### config.mk
export PLATFORM = sky130hd
export DESIGN_NAME = dmem_lsu_ctrl
export DESIGN_NICKNAME = d
export VERILOG_FILES = /design/src/rtl/dmem_lsu_ctrl.sv
export SDC_FILE = /design/constraint.sdc
export NUM_CORES = 1
export LEC_CHECK = 0
export BUFFER_PORTS_ARGS = -buffer_cell sky130_fd_sc_hd__buf_2
export CAP_MARGIN = 20
export CORE_UTILIZATION = 30
export DETAILED_ROUTE_END_ITERATION = 16
export PLACE_DENSITY = 0.6
export SYNTH_ARGS = -nofsm -noshare
export SYNTH_HDL_FRONTEND = slang
export SYNTH_SLANG_ARGS = --single-unit
### constraint.sdc
create_clock -name clk -period 3.8 [get_ports clk]
set_input_delay 0.95 -clock clk [delete_from_list [all_inputs] [get_ports clk]]
set_output_delay 0.95 -clock clk [all_outputs]
set_load 0.05 [all_outputs]
### src/rtl/dmem_lsu_ctrl.sv
// Load/store sequencer: byte-addressed LB..SW requests to a word memory.
// Sub-word stores use read-modify-write; bad requests get an error reply.
module dmem_lsu_ctrl #(
  parameter int ADDR_W = 11,
  parameter int DATA_W = 32
) (
  input  logic              clk,
  input  logic              rst,
  input  logic              req_valid,
  output logic              req_ready,
  input  logic              req_we,
  input  logic [2:0]        req_funct3,
  input  logic [ADDR_W-1:0] req_addr,
  input  logic [DATA_W-1:0] req_wdata,
  output logic              resp_valid,
  output logic              resp_err,
  output logic [DATA_W-1:0] resp_rdata,
  output logic [ADDR_W-3:0] mem_addr,
  output logic              mem_read,
  output logic              mem_write,
  output logic [DATA_W-1:0] mem_wd,
  input  logic [DATA_W-1:0] mem_rd
);

  typedef enum logic [2:0] {
    S_IDLE, S_LOAD, S_STORE, S_RMW_RD, S_RMW_WR, S_ERR
  } state_t;

  state_t            state_q, state_d;
  logic [ADDR_W-1:0] addr_q, addr_d;
  logic              we_q, we_d;
  logic [2:0]        f3_q, f3_d;
  logic [DATA_W-1:0] wdata_q, wdata_d;
  logic [DATA_W-1:0] merge_q, merge_d;
  logic              resp_valid_q, resp_valid_d;
  logic              resp_err_q, resp_err_d;
  logic [DATA_W-1:0] resp_rdata_q, resp_rdata_d;

  logic              bad_f3, misalign;
  logic [4:0]        sh_b, sh_h;
  logic [DATA_W-1:0] rd_b, rd_h, ld_ext;
  logic [DATA_W-1:0] lane_mask, lane_ins;

  assign req_ready  = (state_q == S_IDLE) && !rst;
  assign resp_valid = resp_valid_q;
  assign resp_err   = resp_err_q;
  assign resp_rdata = resp_rdata_q;
  assign mem_addr   = addr_q[ADDR_W-1:2];
  assign mem_read   = !rst &&
    (state_q == S_LOAD || state_q == S_RMW_RD);
  assign mem_write  = !rst &&
    (state_q == S_STORE || state_q == S_RMW_WR);
  assign mem_wd     = (state_q == S_RMW_WR) ?
    merge_q : wdata_q;

  assign sh_b = {addr_q[1:0], 3'b000};
  assign sh_h = {addr_q[1], 4'b0000};
  assign rd_b = mem_rd >> sh_b;
  assign rd_h = mem_rd >> sh_h;

  always_comb begin
    bad_f3 = 1'b0;
    if (req_we)
      bad_f3 = (req_funct3 > 3'd2);
    else
      bad_f3 = (req_funct3 == 3'd3) ||
               (req_funct3 > 3'd5);
    misalign =
      (req_funct3[1:0] == 2'b01 && req_addr[0]) ||
      (req_funct3[1:0] == 2'b10 && req_addr[1:0] != 2'b00);
  end

  always_comb begin
    ld_ext = '0;
    unique case (f3_q)
      3'b000:  ld_ext = {{24{rd_b[7]}}, rd_b[7:0]};
      3'b001:  ld_ext = {{16{rd_h[15]}}, rd_h[15:0]};
      3'b010:  ld_ext = mem_rd;
      3'b100:  ld_ext = {24'b0, rd_b[7:0]};
      3'b101:  ld_ext = {16'b0, rd_h[15:0]};
      default: ld_ext = '0;
    endcase
  end

  always_comb begin
    if (f3_q[0]) begin
      lane_mask = 32'h0000_FFFF << sh_h;
      lane_ins  = {16'b0, wdata_q[15:0]} << sh_h;
    end else begin
      lane_mask = 32'h0000_00FF << sh_b;
      lane_ins  = {24'b0, wdata_q[7:0]} << sh_b;
    end
  end

  always_comb begin
    state_d      = state_q;
    addr_d       = addr_q;
    we_d         = we_q;
    f3_d         = f3_q;
    wdata_d      = wdata_q;
    merge_d      = merge_q;
    resp_valid_d = 1'b0;
    resp_err_d   = 1'b0;
    resp_rdata_d = '0;
    unique case (state_q)
      S_IDLE: begin
        if (req_valid) begin
          addr_d  = req_addr;
          we_d    = req_we;
          f3_d    = req_funct3;
          wdata_d = req_wdata;
          if (bad_f3 || misalign)
            state_d = S_ERR;
          else if (!req_we)
            state_d = S_LOAD;
          else if (req_funct3 == 3'b010)
            state_d = S_STORE;
          else
            state_d = S_RMW_RD;
        end
      end
      S_LOAD: begin
        resp_valid_d = 1'b1;
        resp_rdata_d = ld_ext;
        state_d      = S_IDLE;
      end
      S_STORE: begin
        resp_valid_d = 1'b1;
        state_d      = S_IDLE;
      end
      S_RMW_RD: begin
        merge_d = (mem_rd & ~lane_mask) | lane_ins;
        state_d = S_RMW_WR;
      end
      S_RMW_WR: begin
        resp_valid_d = 1'b1;
        state_d      = S_IDLE;
      end
      S_ERR: begin
        resp_valid_d = 1'b1;
        resp_err_d   = 1'b1;
        state_d      = S_IDLE;
      end
      default: state_d = S_IDLE;
    endcase
  end

  always_ff @(posedge clk) begin
    if (rst) begin
      state_q      <= S_IDLE;
      addr_q       <= '0;
      we_q         <= 1'b0;
      f3_q         <= '0;
      wdata_q      <= '0;
      merge_q      <= '0;
      resp_valid_q <= 1'b0;
      resp_err_q   <= 1'b0;
      resp_rdata_q <= '0;
    end else begin
      state_q      <= state_d;
      addr_q       <= addr_d;
      we_q         <= we_d;
      f3_q         <= f3_d;
      wdata_q      <= wdata_d;
      merge_q      <= merge_d;
      resp_valid_q <= resp_valid_d;
      resp_err_q   <= resp_err_d;
      resp_rdata_q <= resp_rdata_d;
    end
  end

endmodule

=== After elaboration in Yosys (flattened, before gate mapping) ===
Cells that the tools add are included.

* Bits in registers: 115
* Input bits: 82
* Output and inout port bits: 78
* Word-level logic and storage cells: 63

* $lt $le $gt $ge: 2
* Eq/ne operators: 14
* Shift-type cells: 6
* Mux-type cells: 12
* Bitwise operators: 4
* Reductions and logical operators: 17

{| class="wikitable"
|+ Operators with widths
! cell !! number
|-
| $pmux W32 S5 || 1
|-
| $mux W32 || 3
|-
| $and A32 B32 Y32 || 1
|-
| $not A32 Y32 || 1
|-
| $or A32 B32 Y32 || 1
|-
| $shl A16 B5 Y32 || 1
|-
| $shl A16 B5 Y32 const A || 1
|-
| $shl A8 B5 Y32 || 1
|-
| $shl A8 B5 Y32 const A || 1
|-
| $shr A32 B5 Y16 || 1
|-
| $shr A32 B5 Y8 || 1
|-
| $eq A3 B2 Y1 const B || 5
|-
| $eq A3 B3 Y1 const B || 4
|-
| $eq A3 B1 Y1 const B || 2
|-
| $logic_not A3 Y1 || 2
|-
| $mux W3 || 2
|-
| $pmux W3 S2 || 1
|-
| $logic_and A1 B1 Y1 || 5
|-
| $logic_or A1 B1 Y1 || 5
|-
| $mux W1 || 4
|-
| $reduce_or A4 Y1 || 1
|-
| $gt A3 B2 Y1 const B || 1
|-
| $gt A3 B3 Y1 const B || 1
|-
| $eq A2 B1 Y1 const B || 1
|-
| other kinds (8) || 8
|}

=== Depth between registers and ports, before layout ===
Gate-level depths: netlist of the first run.

* Word-level depth: 7
* Depth in mapped cells: 7

=== Worst setup path before layout of the first run ===
OpenSTA, ideal clock, no wires.

* Kind: in2out
* Start point: in rst
* End point: out req_ready
* Arrival time: 2.734 ns
* Required time: 2.850 ns
* Slack: 0.116 ns
* Stages on the path: 3
* Path buffers: 2
* Cells stage by stage: clkbuf_1 > clkbuf_1 > nor4_1

* Cells in the longest elaborated chain, start to end: 2

{| class="wikitable"
|+ RTL lines
! item !! RTL line !! RTL
|-
| start, declared || 8 || <nowiki>input logic rst,</nowiki>
|-
| $logic_not A1 Y1 || 44 || <nowiki>assign req_ready = (state_q == S_IDLE) && !rst;</nowiki>
|-
| $logic_and A1 B1 Y1 || 44 ||
|-
| end, declared || 10 || <nowiki>output logic req_ready,</nowiki>
|}

Every way passes these cells.

=== Worst setup path in the final report of the first run ===
* Start point: reg state_q[2]
* End point: out mem_wd[6]

* Cells in the longest elaborated chain, start to end: 2

{| class="wikitable"
|+ RTL lines
! item !! RTL line !! RTL
|-
| start, declared || 29 || <nowiki>state_t state_q, state_d;</nowiki>
|-
| start signal, assigned || 160 || <nowiki>state_q <= state_d;</nowiki>
|-
| $eq A3 B3 Y1 || 53 || <nowiki>assign mem_wd = (state_q == S_RMW_WR) ?</nowiki>
|-
| $mux W32 || 53 ||
|-
| end, declared || 21 || <nowiki>output logic [DATA_W-1:0] mem_wd,</nowiki>
|}

Every way passes these cells.

==> flow_metrics.py, run 1 <==
metrics = {
    "synth": {
        "syn_avg_cell_area_um2": 8.148,
        "syn_inst": 640,
        "synth-seq-area-share": 0.4415,
        "synthTopCellsByArea": "sky130_fd_sc_hd__dfxtp_1 44%, sky130_fd_sc_hd__nand2_1 12%, sky130_fd_sc_hd__a21oi_1 8.2%",
        "synth_top_area_cell": "sky130_fd_sc_hd__dfxtp_1",
        "yosys_warnings": 0,
        "synth-async-reset-ratio": 0,
        "post_synth_instance_area_um2": 5215,
        "synth_top_cell_area_share": 0.4415,
        "ys_dominant_reg_cell": "sky130_fd_sc_hd__dfxtp_1",
        "post_synth_num_cell_types": 41,
        "synth_seq_cells": 115,
        "synthesis.nets": 722,
        "synth_edf_count": 0,
    },
    "placed_design": {
        "hpwl_mm": 12.07,
        "preCtsSetupSlack_ns": 0.9098,
        "gp_congestion": 0.8956,
        "numPortBuffers": 159,
    },
    "worst_setup_path": {
        "timing.critical_path.from_type": "flop",
        "critical_path.reg2reg.endpoint": "resp_rdata[16]",
        "crit_slowest_cell": "sky130_fd_sc_hd__nor3b_4",
        "cp_top_family": "buffers and inverters",
        "arrival_worst_endpoint_ns": 2.36,
        "timing.critical_path.fanout_max": 25,
        "regToRegSetupSlack_ns": 1.21,
        "cp_cell_sequence": "nor3b_4 > buf_4 > mux2_2 > buf_2",
        "worstReg2RegStart": "addr_q[1]",
        "crit_required_ns": 2.85,
        "critical_path.endpoint_type": "primary output",
        "reg2reg_depth": 5,
        "crit_buf_inv": 2,
        "critical_path_cell_count": 4,
        "setup_cp_type": "reg2out",
        "critPathMaxStageDelay_ns": 0.46,
    },
    "job": {
        "max_cap_viol_count": 0,
    },
    "clock_tree": {
        "worst_skew_pair.late_latency_ns": 0.42,
        "cts.htree.levels": 4,
        "cts_setup_buffers": 0,
        "clock_tree_from_tritoncts": "done",
        "clk_pin_slew_worst_paths_ns": 0.05,
        "tritoncts.num_buffers": 17,
        "cts_resized": 0,
        "tritoncts_num_sinks": 115,
        "cts-root-to-sink-buffers": 2,
        "ctsHoldBuffers": 0,
        "root_buffer": "sky130_fd_sc_hd__clkbuf_16",
    },
    "sta": {
        "worst-slew-pin-transition_ns": 0.9455,
        "final.setup.tns_ns": 0,
        "grt_setup_unrepaired": "false",
        "setup-violations-final": 0,
        "max_freq_ghz": 0.3024,
        "post-route-min-period_ns": 3.307,
        "final-max-slew-violation-count": 0,
        "fin_ws_ns": 0.4930,
        "timing.slew.headroom": 0.3688,
        "finalHoldViolCount": 0,
        "clk_skew_ns": 0.009396,
        "period_share": 0.8703,
    },
    "cells_and_area": {
        "antennaDiodeCount": 0,
        "layout.cells.most_common_list": "168 x sky130_fd_sc_hd__nand2_1, 159 x sky130_fd_sc_hd__buf_2, 115 x sky130_fd_sc_hd__dfxtp_1, 85 x sky130_fd_sc_hd__a21oi_1, 42 x sky130_fd_sc_hd__nor2_1",
        "nNetsFinal": 845,
        "final_layout_size_suffix_gt1_frac": 0.3067,
        "mostFrequentLayoutCell": "sky130_fd_sc_hd__nand2_1",
        "area_growth_syn_to_layout_pct": 26.85,
    },
    "routing": {
        "drc": 0,
        "antenna_left": 0,
        "avgRoutedWirePerCell_um": 16.64,
        "totalWireLength_mm": 16.57,
        "drt-initial-drc-count": 336,
        "drt-pass1-iter-count": 6,
        "num_vias": 4850,
        "avgViaCountPerCell": 4.869,
    },
    "floorplan": {
        "core_area_um2": 16760,
        "std_cell_rows": 47,
        "io-pin-count": 160,
        "initial_utilization": 0.3112,
        "vertical_die_dimension_um": 133.8,
        "chipWidth_um": 133.8,
        "fp.dieArea_um2": 17910,
    },
    "hold_path": {
        "timing.hold.worst_path_depth": 2,
        "holdCritPathClass": "reg2reg",
        "worst_hold_end": "addr_q[4]",
        "hold_path_startpoint": "addr_q[4]",
    },
    "power": {
        "peak_vdd_ir_uv": 317.7,
        "cellPowerDensity_nw_per_um2": 529.8,
        "cellLeakagePower_nw": 2.761,
    },
    "global_routing": {
        "grt_usage": 0.1866,
        "pin_count_of_the_biggest_net_entering_global_routing": 57,
        "grt_pass1_vias": 4632,
        "grt_antenna_before_repair": 2,
        "grt_first_pass_wirelength_mm": 25.21,
        "grt_overflow_total": 0,
    },
    "status": {
        "outcome": "finished, final reports clean",
    },
}
==> how the worst max path moves through the flow <==
stage               startpoint   endpoint  slack (ns)
floorplan                  rst  req_ready        0.12
global placement           rst  mem_write        0.97
detailed placement  state_q[2]  mem_wd[6]        0.91
CTS                 state_q[2]  mem_wd[6]        0.46
global route        state_q[2]  mem_wd[6]        0.35
finish              state_q[2]  mem_wd[6]        0.49
==> routing by layer <==
layer / track usage / share of wire / vias up
li1: - / - / 2466
met1: 0.2253 / 0.44 / 2225
met2: 0.3069 / 0.48 / 126
met3: 0.05253 / 0.048 / 29
met4: 0.08523 / 0.026 / 4
met5: 0 / 0.0016 / -
==> cells in the mapped netlist (2+ instances only) <==
cell and count:
sky130_fd_sc_hd__a211oi_1 8, sky130_fd_sc_hd__nor2_1 43, sky130_fd_sc_hd__o21ai_1 3, sky130_fd_sc_hd__a22oi_1 17, sky130_fd_sc_hd__dfxtp_1 115, sky130_fd_sc_hd__buf_6 5, sky130_fd_sc_hd__nor4_1 3, sky130_fd_sc_hd__nor3b_2 2
sky130_fd_sc_hd__a311oi_1 16, sky130_fd_sc_hd__a221oi_1 8, sky130_fd_sc_hd__mux2_2 32, sky130_fd_sc_hd__nand3_1 9, sky130_fd_sc_hd__a311o_1 7, sky130_fd_sc_hd__nand2_1 168, sky130_fd_sc_hd__buf_4 22, sky130_fd_sc_hd__clkbuf_1 17
sky130_fd_sc_hd__nor3_1 15, sky130_fd_sc_hd__nor2b_1 2, sky130_fd_sc_hd__mux2i_1 2, sky130_fd_sc_hd__buf_2 17, sky130_fd_sc_hd__o21ai_0 17, sky130_fd_sc_hd__a21oi_1 85, sky130_fd_sc_hd__nand2b_1 8, sky130_fd_sc_hd__xnor2_1 2
==> through the flow <==
stage                     total power [mW]  hold slack, ns  utilization  instances  cell area, um^2
after floorplan                      1.720          0.4338            -        640             5215
after global placement               1.860          0.4408       0.3562        962             5969
after detailed placement             1.863          0.4461       0.3562        962             5969
after CTS                            3.539          0.4542       0.3931        994             6588
after global routing                 3.646          0.4679       0.3947        996             6615
final                                3.505          0.4518       0.3947        996             6615
==> report_power, final <==
part / internal [mW] / switching (mW)
logic: 0.158 / 0.374
registers: 1.26 / 0.0513
clock network: 1.12 / 0.544
total: 2.54 / 0.969
==> worst register-to-register path: cells and delay by family (launching register included) <==
kind	cells	cell delay [ns]
AOI/OAI and AO/OA	2	0.82
buffers and inverters	1	0.43
DFF	1	0.72
muxes	1	0.33
and+or+nand+nor	1	0.11
==> kinds of logic after synthesis <==
group,count (synthesis),share of synthesized area
muxes,34,0.07294
buffers and inverters,64,0.07317
and+or+nand+nor,258,0.2095
DFF,115,0.4415
AOI/OAI and AO/OA,167,0.1996
xor gates and xnor gates,2,0.003360
==> registers in the layout, indices dropped and copies added, names as in the netlist <==
signal      count
merge_q        32
resp_rdata     32
wdata_q        32
addr_q         11
f3_q            3
state_q         3
resp_err        1
resp_valid      1
==> area by class of cell <==
class / count / area [um^2]
clock buffers: 21 / 460.4
clock inverters: 11 / 157.7
fillers: 1754 / 10140
inverters: 2 / 7.507
multi-input cells: 461 / 2551
flip-flops and latches: 115 / 2302
well taps: 220 / 275.3
repair buffers: 166 / 860.8
Power figures use the tool's default switching activity.
==> inputs of run 2 (changes only) <==
--- a/config.mk
+++ b/config.mk
@@ -5,11 +5,13 @@
 export SDC_FILE = /design/constraint.sdc
 export NUM_CORES = 1
 export LEC_CHECK = 0
+export ABC_AREA = 1
 export BUFFER_PORTS_ARGS = -buffer_cell sky130_fd_sc_hd__buf_2
 export CAP_MARGIN = 20
 export CORE_UTILIZATION = 30
+export CTS_CLUSTER_SIZE = 8
 export DETAILED_ROUTE_END_ITERATION = 16
-export PLACE_DENSITY = 0.6
+export PLACE_DENSITY = 0.59
 export SYNTH_ARGS = -nofsm -noshare
 export SYNTH_HDL_FRONTEND = slang
 export SYNTH_SLANG_ARGS = --single-unit
==> flow_metrics.py, run 2 <==
metrics = {
    "sta": {
        "grt_setup_unrepaired": "false",
        "setup-violations-final": 0,
        "clk_skew_ns": 0.007615,
        "timing.slew.headroom": 0.3049,
        "fin_ws_ns": 0.4736,
        "final-max-slew-violation-count": 0,
        "period_share": 0.8754,
        "post-route-min-period_ns": 3.326,
        "worst-slew-pin-transition_ns": 1.039,
        "final.setup.tns_ns": 0,
        "fin_hold_ws_ns": 0.4581,
        "finalHoldViolCount": 0,
        "max_freq_ghz": 0.3006,
    },
    "worst_setup_path": {
        "cp_top_family": "buffers and inverters",
        "arrival_worst_endpoint_ns": 2.38,
        "regToRegSetupSlack_ns": 1.33,
        "worst_path_most_repeated_cell": "sky130_fd_sc_hd__nand2_1",
        "setup_cp_type": "reg2out",
        "critical_path.endpoint_type": "primary output",
        "cp_cell_sequence": "inv_2 > nor2_4 > buf_4 > nand2_1 > nand2_1 > buf_2",
        "crit_required_ns": 2.85,
        "critPathMaxStageDelay_ns": 0.51,
        "timing.critical_path.from_type": "flop",
        "crit_slowest_cell": "sky130_fd_sc_hd__nor2_4",
        "timing.critical_path.fanout_max": 30,
        "crit_buf_inv": 3,
    },
    "global_routing": {
        "grt_most_used_layer": "met2",
        "grt_pass1_vias": 6182,
        "grt_usage": 0.2022,
        "grt_antenna_before_repair": 0,
        "grt_first_pass_wirelength_mm": 33.20,
        "grt_overflow_total": 0,
        "pin_count_of_the_biggest_net_entering_global_routing": 49,
        "grtUsageMet1": 0.2685,
        "grt.met2_usage": 0.3209,
        "grtUsageMet3": 0.04890,
    },
    "cells_and_area": {
        "final_layout_size_suffix_gt1_frac": 0.2306,
        "nFillCells": 2179,
        "area_growth_syn_to_layout_pct": 22.12,
        "layout.cells.most_common_list": "298 x sky130_fd_sc_hd__nand2_1, 159 x sky130_fd_sc_hd__buf_2, 115 x sky130_fd_sc_hd__dfxtp_1, 107 x sky130_fd_sc_hd__nand3_1, 85 x sky130_fd_sc_hd__nor2_1",
        "mostFrequentLayoutCell": "sky130_fd_sc_hd__nand2_1",
        "nNetsFinal": 1149,
        "antennaDiodeCount": 0,
    },
    "clock_tree": {
        "worst_skew_pair.late_latency_ns": 0.42,
        "cts.htree.levels": 4,
        "tritoncts_num_sinks": 115,
        "cts_setup_buffers": 0,
        "cts_resized": 0,
        "clk_pin_slew_worst_paths_ns": 0.06,
        "root_buffer": "sky130_fd_sc_hd__clkbuf_16",
        "clock_tree_from_tritoncts": "done",
        "tritoncts.num_buffers": 17,
        "cts-root-to-sink-buffers": 2,
        "ctsHoldBuffers": 0,
    },
    "synth": {
        "synth_seq_cells": 115,
        "post_synth_instance_area_um2": 6187,
        "synth_top_area_cell": "sky130_fd_sc_hd__dfxtp_1",
        "syn_avg_cell_area_um2": 6.492,
        "synth_edf_count": 0,
        "post_synth_num_cell_types": 20,
        "ys_dominant_reg_cell": "sky130_fd_sc_hd__dfxtp_1",
        "synth-async-reset-ratio": 0,
        "yosys_warnings": 0,
        "synthTopCellsByCount": "298 x sky130_fd_sc_hd__nand2_1, 115 x sky130_fd_sc_hd__dfxtp_1, 107 x sky130_fd_sc_hd__nand3_1",
        "synth-seq-area-share": 0.3721,
        "yosys.cell_count.top_type": "sky130_fd_sc_hd__nand2_1",
        "synth_top_cell_area_share": 0.3721,
        "syn_inst": 953,
        "synthTopCellsByArea": "sky130_fd_sc_hd__dfxtp_1 37%, sky130_fd_sc_hd__nand2_1 18%, sky130_fd_sc_hd__nand3_1 8.7%",
        "synthesis.nets": 1035,
    },
    "routing": {
        "drt-initial-drc-count": 427,
        "antenna_left": 0,
        "drt-pass1-iter-count": 6,
        "avgViaCountPerCell": 4.872,
        "num_vias": 6577,
        "avgRoutedWirePerCell_um": 15.61,
        "totalWireLength_mm": 21.08,
        "drc": 0,
    },
    "floorplan": {
        "io-pin-count": 160,
        "core_area_um2": 20230,
        "initial_utilization": 0.3058,
        "fp.dieArea_um2": 21200,
        "std_cell_rows": 52,
        "vertical_die_dimension_um": 145.6,
        "chipWidth_um": 145.6,
    },
    "power": {
        "cellPowerDensity_nw_per_um2": 490.9,
        "peak_vdd_ir_uv": 312.8,
        "cellLeakagePower_nw": 3.677,
        "total_power_mw": 3.709,
    },
    "placed_design": {
        "gp_congestion": 0.8900,
        "numPortBuffers": 159,
        "hpwl_mm": 15.14,
        "preCtsSetupSlack_ns": 0.9315,
    },
    "status": {
        "outcome": "finished, final reports clean",
    },
    "hold_path": {
        "holdCritPathClass": "reg2reg",
    },
    "job": {
        "max_cap_viol_count": 0,
    },
}
## run 2: per-layer routing
metal | wire length [um] | part of all wire
met4 | 479 | 0.023
met1 | 9474 | 0.45
met2 | 9406 | 0.45
met5 | 0 | 0
met3 | 1716 | 0.081
## run 2: cells by family (layout without fill, tap and decap cells)
| kind of cell | Yosys count | after routing | synth area share |
|---|---|---|---|
| compound gates | 178 | 178 | 0.1622 |
| buf+inv | 153 | 280 | 0.1238 |
| flops | 115 | 115 | 0.3721 |
| simple gates | 507 | 507 | 0.3420 |
## run 2: worst paths after layout
kind	start	endpoint	cells after the start
hold / removal	wdata_q[31]	wdata_q[31]	2
hold reg to reg	wdata_q[31]	wdata_q[31]	2
setup / recovery	state_q[2]	mem_wd[26]	6
setup reg to reg	state_q[2]	merge_q[17]	6
## run 2: layout make-up
| class | instances | area [um^2] | share of cell area |
|---|---|---|---|
| Timing Repair Buffer | 168 | 863.3 | 0.1143 |
| Tap cell | 270 | 337.8 | 0.04471 |
| Multi-Input combinational cell | 685 | 3119 | 0.4128 |
| Clock inverter | 8 | 121.4 | 0.01606 |
| Inverter | 80 | 300.3 | 0.03974 |
| Clock buffer | 24 | 511.7 | 0.06773 |
| Sequential cell | 115 | 2302 | 0.3047 |
## run 2: worst min-delay path, cell delays in order, from the launching register on
cell and delay, ns:
sky130_fd_sc_hd__dfxtp_1 0.30, sky130_fd_sc_hd__nand2_1 0.06, sky130_fd_sc_hd__a21oi_1 0.05
## run 2: through the flow
step / cells / instance area (um^2) / util
global placement: 1318 / 6923 / 0.3421
detailed placement: 1318 / 6923 / 0.3421
CTS: 1350 / 7556 / 0.3734
finish: 1350 / 7556 / 0.3734
global route: 1350 / 7556 / 0.3734
floorplan: 953 / 6187 / -
## run 2: where the power goes
group	switching, mW	leakage [nW]	internal (mW)
Sequential	0.0396	0.935	1.26
Clock	0.561	0.312	1.13
Combinational	0.542	2.43	0.174
==> inputs of run 3 (changes only) <==
--- a/config.mk
+++ b/config.mk
@@ -11,6 +11,7 @@
 export CORE_UTILIZATION = 30
 export CTS_CLUSTER_SIZE = 8
 export DETAILED_ROUTE_END_ITERATION = 16
+export HOLD_SLACK_MARGIN = 0.1
 export PLACE_DENSITY = 0.59
 export SYNTH_ARGS = -nofsm -noshare
 export SYNTH_HDL_FRONTEND = slang
==> constraint.sdc (replaced) <==
create_clock -name clk -period 3.41 [get_ports clk]
set_input_delay 0.8525 -clock clk [delete_from_list [all_inputs] [get_ports clk]]
set_output_delay 0.8525 -clock clk [all_outputs]
set_load 0.05 [all_outputs]
==> flow_metrics.py, run 3 (synthesis gave the netlist of run 2 again) <==
metrics = {
    "sta": {
        "final-max-slew-violation-count": 0,
        "finalHoldViolCount": 0,
        "clk_skew_ns": 0.005833,
        "post-route-min-period_ns": 3.103,
        "setup-violations-final": 0,
        "max_freq_ghz": 0.3223,
        "period_share": 0.9099,
        "timing.slew.headroom": 0.3594,
        "fin_hold_ws_ns": 0.4591,
        "grt_setup_unrepaired": "false",
        "worst-slew-pin-transition_ns": 0.9575,
        "final.setup.tns_ns": 0,
    },
    "clock_tree": {
        "worst_skew_pair.late_latency_ns": 0.41,
        "tritoncts_num_sinks": 115,
        "cts_setup_buffers": 0,
        "clock_tree_from_tritoncts": "done",
        "tritoncts.num_buffers": 17,
        "ctsHoldBuffers": 0,
        "cts.htree.levels": 4,
        "clk_pin_slew_worst_paths_ns": 0.05,
        "cts_resized": 0,
        "cts-root-to-sink-buffers": 2,
        "root_buffer": "sky130_fd_sc_hd__clkbuf_16",
    },
    "power": {
        "power.clock.fraction": 0.445,
        "p_comb_frac": 0.197,
        "swShare": 0.3135,
        "internal_power_mw": 2.783,
        "power.switching_mw": 1.271,
        "sequential_power_share": 0.358,
        "cellPowerDensity_nw_per_um2": 537.8,
        "peak_vdd_ir_uv": 355.9,
        "cellLeakagePower_nw": 3.661,
    },
    "status": {
        "outcome": "finished, final reports clean",
    },
    "cells_and_area": {
        "area_growth_syn_to_layout_pct": 21.80,
        "layout.cells.most_common_list": "298 x sky130_fd_sc_hd__nand2_1, 159 x sky130_fd_sc_hd__buf_2, 115 x sky130_fd_sc_hd__dfxtp_1, 107 x sky130_fd_sc_hd__nand3_1, 85 x sky130_fd_sc_hd__nor2_1",
        "final_cell_area_um2": 7536,
        "nNetsFinal": 1151,
        "mostFrequentLayoutCell": "sky130_fd_sc_hd__nand2_1",
        "final_layout_size_suffix_gt1_frac": 0.2292,
    },
    "global_routing": {
        "grt_first_pass_wirelength_mm": 33.55,
        "grt_overflow_total": 0,
        "grt_antenna_before_repair": 0,
        "pin_count_of_the_biggest_net_entering_global_routing": 52,
        "grt_usage": 0.2056,
        "grt_pass1_vias": 6124,
    },
    "job": {
        "max_cap_viol_count": 0,
    },
    "floorplan": {
        "initial_utilization": 0.3058,
        "io-pin-count": 160,
        "std_cell_rows": 52,
        "chipWidth_um": 145.6,
        "fp.dieArea_um2": 21200,
        "vertical_die_dimension_um": 145.6,
        "core_area_um2": 20230,
    },
    "routing": {
        "drt-initial-drc-count": 470,
        "drc": 0,
        "avgRoutedWirePerCell_um": 15.75,
        "drt-pass1-iter-count": 5,
        "totalWireLength_mm": 21.31,
        "avgViaCountPerCell": 4.886,
        "antenna_left": 0,
        "num_vias": 6611,
    },
    "worst_setup_path": {
        "timing.critical_path.fanout_max": 31,
        "setup_cp_type": "reg2out",
        "reg2reg_depth": 6,
        "timing.critical_path.from_type": "flop",
        "crit_required_ns": 2.56,
        "arrival_worst_endpoint_ns": 2.25,
        "critical_path.endpoint_type": "primary output",
    },
    "placed_design": {
        "gp_congestion": 0.9392,
        "placement_stage_cell_area_um2": 6930,
        "hpwl_mm": 15.22,
        "numPortBuffers": 159,
    },
    "hold_path": {
        "holdCritPathClass": "reg2reg",
        "timing.hold.worst_path_depth": 2,
    },
}
-- run 3: changes by cell type in the layout (fill, tap and decap cells not counted), sizes merged --
cell and change:
buf +1, clkinvlp +1, nor2 +1, diode +1, clkbuf -1
-- run 3: routing by layer --
metal  routed length, um  global-route usage  up-vias
li1                    -                   -     3269
met1                9663              0.2805     3042
met2                9526              0.3192      267
met3                1619             0.04514       33
met4                 495             0.07105        0
met5                   0                   0        -
-- run 3: layout make-up --
type,instances,area [um^2]
flip-flops and latches,115,2302
well taps,270,337.8
inverters,80,300.3
fillers,2241,12700
clock buffers,23,467.9
diodes,1,2.502
repair buffers,169,870.8
multi-input cells,686,3126
clock inverters,9,128.9
-- run 3: critical path: stages, from the launching register on --
cell and delay, ns:
sky130_fd_sc_hd__dfxtp_1 0.44, sky130_fd_sc_hd__inv_2 0.28, sky130_fd_sc_hd__nor2_4 0.41, sky130_fd_sc_hd__buf_4 0.29, sky130_fd_sc_hd__nand2_1 0.06, sky130_fd_sc_hd__o21ai_0 0.07
sky130_fd_sc_hd__buf_2 0.29
-- run 3: final timing paths --
check / endpoint / slack (ns) / start
setup / recovery: mem_wd[3] / 0.31 / state_q[2]
hold / removal: addr_q[4] / 0.46 / addr_q[4]
setup reg to reg: merge_q[17] / 0.94 / state_q[2]
hold reg to reg: addr_q[4] / 0.46 / addr_q[4]
-- run 3: power by group through the flow --
| stage | Clock (mW) | Sequential, mW | Combinational, mW |
|---|---|---|---|
| final | 1.80 | 1.45 | 0.799 |
| after global routing | 1.91 | 1.46 | 0.870 |
| after CTS | 1.84 | 1.45 | 0.795 |
| after detailed placement | 0 | 1.48 | 0.792 |
| after global placement | 0 | 1.48 | 0.789 |
| after floorplan | 0 | 1.51 | 0.567 |
-- run 3: per-stage QoR --
step	total power, mW	instances	setup slack (ns)	util
after CTS	4.084	1351	0.09399	0.3720
after detailed placement	2.270	1319	0.5520	0.3425
after global routing	4.240	1352	0.1722	0.3723
after floorplan	2.075	953	0.2483	-
final	4.053	1353	0.3074	0.3724
after global placement	2.266	1319	0.6155	0.3425
